===== src/rtl/fsm_rr_arbiter_if.sv =====
// Requester/arbiter handshake bundle for fsm_rr_arbiter.
//   req     : level-sensitive request per requester
//   rel     : 1-cycle release strobe from the current owner
//   gnt     : registered one-hot grant, all-zero when nobody owns the resource
//   gnt_id  : index of the current owner, meaningful only while busy=1
//   busy    : high while any grant is asserted
//   timeout : 1-cycle pulse when a grant is revoked by the hold limit
// master = requester side, slave = arbiter side.
interface fsm_rr_arbiter_if #(
  parameter int N   = 4,
  parameter int IDW = 2
);
  logic [N-1:0]   req;
  logic           rel;
  logic [N-1:0]   gnt;
  logic [IDW-1:0] gnt_id;
  logic           busy;
  logic           timeout;

  modport master (output req, rel, input gnt, gnt_id, busy, timeout);
  modport slave  (input req, rel, output gnt, gnt_id, busy, timeout);
endinterface


===== src/rtl/fsm_rr_arbiter.sv =====
// Round-robin arbiter sharing one downstream resource among N requesters.
// Grants one registered one-hot owner at a time, revokes a grant after
// MAX_HOLD cycles, and inserts a one-cycle dead gap between owners.
// Ports:
//   clk : system clock, all state on rising edge
//   rst : asynchronous active-low reset
//   bus : fsm_rr_arbiter_if slave modport (req, rel in; gnt, gnt_id, busy, timeout out)
module fsm_rr_arbiter #(
  parameter int N        = 4,
  parameter int IDW      = 2,
  parameter int MAX_HOLD = 16,
  parameter int HW       = 5
) (
  input  logic              clk,
  input  logic              rst,
  fsm_rr_arbiter_if.slave   bus
);

  typedef enum logic [1:0] {
    IDLE  = 2'b00,
    GRANT = 2'b01,
    GAP   = 2'b10
  } state_t;

  state_t         state_q, state_nxt;
  logic [N-1:0]   gnt_q, gnt_nxt;
  logic [IDW-1:0] id_q, id_nxt;
  logic [IDW-1:0] last_q, last_nxt;
  logic [HW-1:0]  hold_q, hold_nxt;
  logic           busy_q, busy_nxt;
  logic           to_q, to_nxt;

  logic           any_req;
  logic           found;
  logic [IDW-1:0] win_id;
  logic [N-1:0]   win_oh;
  int unsigned    cand;

  // Search starts just after the previous owner, so the last owner
  // (including one that just timed out) ranks lowest.
  always_comb begin
    any_req = |bus.req;
    found   = 1'b0;
    win_id  = last_q;
    cand    = 0;
    for (int unsigned k = 1; k <= N; k++) begin
      cand = {{(32-IDW){1'b0}}, last_q} + k;
      if (cand >= N) cand = cand - N;
      if (!found && bus.req[cand]) begin
        found  = 1'b1;
        win_id = IDW'(cand);
      end
    end
    win_oh         = '0;
    win_oh[win_id] = 1'b1;
  end

  always_comb begin
    state_nxt = state_q;
    gnt_nxt   = gnt_q;
    id_nxt    = id_q;
    last_nxt  = last_q;
    hold_nxt  = hold_q;
    to_nxt    = 1'b0;
    case (state_q)
      IDLE, GAP: begin
        if (any_req) begin
          state_nxt = GRANT;
          gnt_nxt   = win_oh;
          id_nxt    = win_id;
          last_nxt  = win_id;
          hold_nxt  = '0;
        end else begin
          state_nxt = IDLE;
          gnt_nxt   = '0;
        end
      end
      GRANT: begin
        hold_nxt = hold_q + 1'b1;
        // Release (explicit or by dropping req) wins over a coincident timeout.
        if (bus.rel || !bus.req[id_q]) begin
          state_nxt = GAP;
          gnt_nxt   = '0;
        end else if (hold_q == HW'(MAX_HOLD - 1)) begin
          state_nxt = GAP;
          gnt_nxt   = '0;
          to_nxt    = 1'b1;
        end
      end
      default: begin
        state_nxt = IDLE;
        gnt_nxt   = '0;
      end
    endcase
    busy_nxt = |gnt_nxt;
  end

  always_ff @(posedge clk or negedge rst) begin
    if (!rst) begin
      state_q <= IDLE;
      gnt_q   <= '0;
      id_q    <= '0;
      last_q  <= IDW'(N - 1);
      hold_q  <= '0;
      busy_q  <= 1'b0;
      to_q    <= 1'b0;
    end else begin
      state_q <= state_nxt;
      gnt_q   <= gnt_nxt;
      id_q    <= id_nxt;
      last_q  <= last_nxt;
      hold_q  <= hold_nxt;
      busy_q  <= busy_nxt;
      to_q    <= to_nxt;
    end
  end

  assign bus.gnt     = gnt_q;
  assign bus.gnt_id  = id_q;
  assign bus.busy    = busy_q;
  assign bus.timeout = to_q;

endmodule


===== src/flat_wrapper.sv =====
// flat-port wrapper written by rule: the top's interface ports become plain ports
module fsm_rr_arbiter_flat 
#(
  parameter int N        = 4,
  parameter int IDW      = 2,
  parameter int MAX_HOLD = 16,
  parameter int HW       = 5
)
  (clk, rst, bus_req, bus_rel, bus_gnt, bus_gnt_id, bus_busy, bus_timeout);
  fsm_rr_arbiter_if #(.N(N), .IDW(IDW)) bus_i ();
  input  logic clk;
  input  logic rst;
  input wire logic [$bits(bus_i.req)-1:0] bus_req;
  input wire logic [$bits(bus_i.rel)-1:0] bus_rel;
  output wire logic [$bits(bus_i.gnt)-1:0] bus_gnt;
  output wire logic [$bits(bus_i.gnt_id)-1:0] bus_gnt_id;
  output wire logic [$bits(bus_i.busy)-1:0] bus_busy;
  output wire logic [$bits(bus_i.timeout)-1:0] bus_timeout;
  assign bus_i.req = bus_req;
  assign bus_i.rel = bus_rel;
  assign bus_gnt = bus_i.gnt;
  assign bus_gnt_id = bus_i.gnt_id;
  assign bus_busy = bus_i.busy;
  assign bus_timeout = bus_i.timeout;
  fsm_rr_arbiter #(.N(N), .IDW(IDW), .MAX_HOLD(MAX_HOLD), .HW(HW)) u_core (.clk(clk), .rst(rst), .bus(bus_i));
endmodule

===== config.mk =====
export PLATFORM = sky130hd
export DESIGN_NAME = fsm_rr_arbiter_flat
export DESIGN_NICKNAME = d
export VERILOG_FILES = /design/src/rtl/fsm_rr_arbiter_if.sv /design/src/rtl/fsm_rr_arbiter.sv /design/src/flat_wrapper.sv
export SDC_FILE = /design/constraint.sdc
export NUM_CORES = 1
export LEC_CHECK = 0
export ABC_AREA = 1
export CORE_UTILIZATION = 55
export DETAILED_ROUTE_END_ITERATION = 6
export PLACE_DENSITY = 0.8
export RECOVER_POWER = 25
export SKIP_LAST_GASP = 1
export SLEW_MARGIN = 0
export SYNTH_ARGS = -nofsm -noshare
export SYNTH_HDL_FRONTEND = slang
export SYNTH_SLANG_ARGS = --single-unit

===== constraint.sdc =====
create_clock -name clk -period 5.22 [get_ports clk]
set_clock_uncertainty 0.2 [all_clocks]
set_input_delay 0.522 -clock clk [delete_from_list [all_inputs] [get_ports clk]]
set_output_delay 0.522 -clock clk [all_outputs]
set_load 0.005 [all_outputs]

==> impl_results.md <==
- Vias per inst: 5.03
- DR WL/cell: 10.5 um
- Ratio of cells with drive above 1 in the final layout: 0.185
- DPL Wire Length: 1510 um
- Static leakage: 0.624 nW
- FP Rows: 15
- First-pass GRT wire length: 3000 um
- Kind of critical path: input port to register
- Number of CTS-inserted buffers: 3
- Synth unique cells: 23
- Number of global-route vias before repair: 742
- Mapped Cells: 140
- Pwr per Cell Area: 654 nW/um^2
- CP arrival: 2.06 ns
- Post-CTS Setup Bufs: 0
- Total congestion overflow: 0
- Maximum clock insertion buffer count: 2
- Synth Register Bits: 17
- Mapped cell area: 1050 sq um
- Later-pin clock latency in the skew report: 0.29 ns
- WL met3: 91 um
- Number of synthesis warnings: 0
- CTS tree: yes
- Critical Path Start Type: input port
- PortBufs: 14
- Hold Crit Class: register to register
- Clock sink count: 17
- Die width: 45.8 um
- Setup total negative slack: 0 ns
- RSZ-0062 raised after global routing: false
- Num ports: 15
- Peak Freq: 482 MHz
- Die footprint: 2090 sq um
- Rel. slew slack: 0.496
- Initial core utilization: 0.597
- First-pass DRT Iterations: 4
- Yosys top cell area share: 0.356
- Maxcap violations: 0
- DR iter-0 viols: 35
- Highest routed layer: met4
- Post-synthesis sequential area ratio: 0.406
- Overall Global Routing Usage: 0.205
- CORE AREA: 1760 sq um
- CTS root buf: clkbuf_4
- Main synth FF type: dfrtp_1
- Initial antenna violation count: 0
- CP max FO: 4
- Ant diodes: 0
- Mean Syn Cell Area: 7.53 sq um
- Post-synth EDFFs: 0
- Via Count: 915
- Outcome: finished clean
- Critical Path Sink Type: register
- Hold Violations, Final: 0
- CTS Hold Bufs: 0
- Data required time at the worst endpoint: 5.20 ns
- H-Tree Depth: 1
- Residual DRC: 0
- Final Max Tran Viols: 0
- Final setup vio count: 0
- Post-CTS Resized: 0
- Largest net degree at the start of global routing: 18
- Minimum clock period: 2.08 ns
- Clock transition at path regs: 0.09 ns
- Top cells by area, synth: dfrtp_1, nand2_1, nand2_2, dfstp_2, nand3_1
- Post-synth top area cell: dfrtp_1
- Synth-to-layout area growth: 17.7%
- Final Power: 0.000811 W
- Met2 Wirelength: 952 um
- Worst vdd ir: 0.392 mV
- Final RePlAce weighted congestion: 0.852
- Measured slew at the worst slew-check pin: 0.753 ns
- WL met1: 859 um
- Routed wire length: 1920 um
- Crit share post-route: 0.398
- Nets: 167
- Post-synthesis net count: 149
- Ys async rst share: 1.00
- Final ANT Viol Nets: 0
- Die height: 45.8 um
==> critical path, stage by stage <==
cell             delay [ns]
clkdlybuf4s50_1        0.54
nand2_1                0.08
nand2_2                0.12
nand2_4                0.07
nand2_4                0.08
clkinv_2               0.08
nand2_1                0.08
nand2_1                0.06
nand3_2                0.06
nand2_2                0.06
nand2_1                0.08
nand2_2                0.05
nor2_1                 0.11
nand2_1                0.06
==> cell families (layout without fill, tap and decap cells) <==
group | Yosys count | count (layout) | synth area share
buf+inv | 15 | 32 | 0.0665
compound gates | 12 | 12 | 0.0606
flops | 17 | 17 | 0.406
fa+ha+maj | 2 | 2 | 0.0237
xor+xnor | 1 | 1 | 0.00832
simple gates | 93 | 93 | 0.435
==> layout make-up <==
| type | count | area [sq um] |
|---|---|---|
| Timing Repair Buffer | 14 | 140 |
| Tap cell | 25 | 31.3 |
| Sequential cell | 17 | 428 |
| Inverter | 14 | 58.8 |
| Clock buffer | 4 | 26.3 |
| Fill cell | 171 | 524 |
| Multi-Input combinational cell | 108 | 556 |
==> layer usage <==
layer  track usage  vias up
met5             0        -
met4        0.0706        0
met3        0.0476        2
met1         0.276      411
li1              -      479
met2         0.326       23
==> flip-flops by register name (all words and copies together), names as in the netlist <==
| register | flops |
|---|---|
| u_core.bus.busy | 1 |
| u_core.bus.gnt | 4 |
| u_core.bus.gnt_id | 2 |
| u_core.bus.timeout | 1 |
| u_core.hold_q | 5 |
| u_core.last_q | 2 |
| u_core.state_q | 2 |
==> report_power, final <==
part | switching (W) | internal [W] | total (W)
Clock | 0.0000386 | 0.0000297 | 0.0000684
Combinational | 0.000322 | 0.000189 | 0.000511
Sequential | 0.0000419 | 0.000189 | 0.000231
==> placed cells by master (no fill, tap or decap), types with 2 or more instances in the layout <==
| cell type | Yosys | layout |
|---|---|---|
| nand2_1 | 51 | 51 |
| dfrtp_1 | 15 | 15 |
| clkdlybuf4s50_1 | 0 | 13 |
| nand2_2 | 12 | 12 |
| nor2_1 | 11 | 11 |
| inv_1 | 11 | 11 |
| nand3_1 | 9 | 9 |
| a21oi_1 | 4 | 4 |
| o21ai_0 | 4 | 4 |
| nand2_4 | 3 | 3 |
| o22ai_1 | 3 | 3 |
| clkbuf_4 | 0 | 3 |
| nor2_4 | 2 | 2 |
| nand3_2 | 2 | 2 |
| ha_1 | 2 | 2 |
| dfstp_2 | 2 | 2 |
==> final timing paths <==
path | start | end | slack (ns) | cells past startpoint
setup reg to reg | u_core.last_q[0] | u_core.bus.busy | 3.21 | 13
max in group asynchronous | rst | u_core.bus.gnt[2] | 3.81 | 1
hold reg to reg | u_core.hold_q[0] | u_core.hold_q[0] | 0.31 | 1
setup / recovery | bus_req[2] | u_core.bus.busy | 3.14 | 14
min in group asynchronous | rst | u_core.hold_q[3] | 0.54 | 1
hold / removal | u_core.hold_q[0] | u_core.hold_q[0] | 0.31 | 1
==> synthesized netlist by cell type, types with 2 or more instances <==
cell type	number
nor2_4	2
nand2_1	51
nand3_1	9
nand2_2	12
o22ai_1	3
ha_1	2
nand3_2	2
o21ai_0	4
inv_1	11
nand2_4	3
dfstp_2	2
nor2_1	11
a21oi_1	4
dfrtp_1	15
==> per-stage QoR <==
stage / instance area (sq um) / worst slack (ns) / cells / utilization / hold WS, ns
6_report: 1240 / 3.14 / 182 / 0.703 / 0.305
3_3_place_gp: 1210 / 2.87 / 178 / 0.688 / 0.286
2_1_floorplan: 1050 / 3.40 / 140 / - / 0.0264
4_1_cts: 1240 / 3.14 / 182 / 0.703 / 0.307
5_1_grt: 1240 / 2.97 / 182 / 0.703 / 0.334
3_5_place_dp: 1210 / 2.83 / 178 / 0.688 / 0.292
Note: power is estimated with default switching activity, not from simulation.
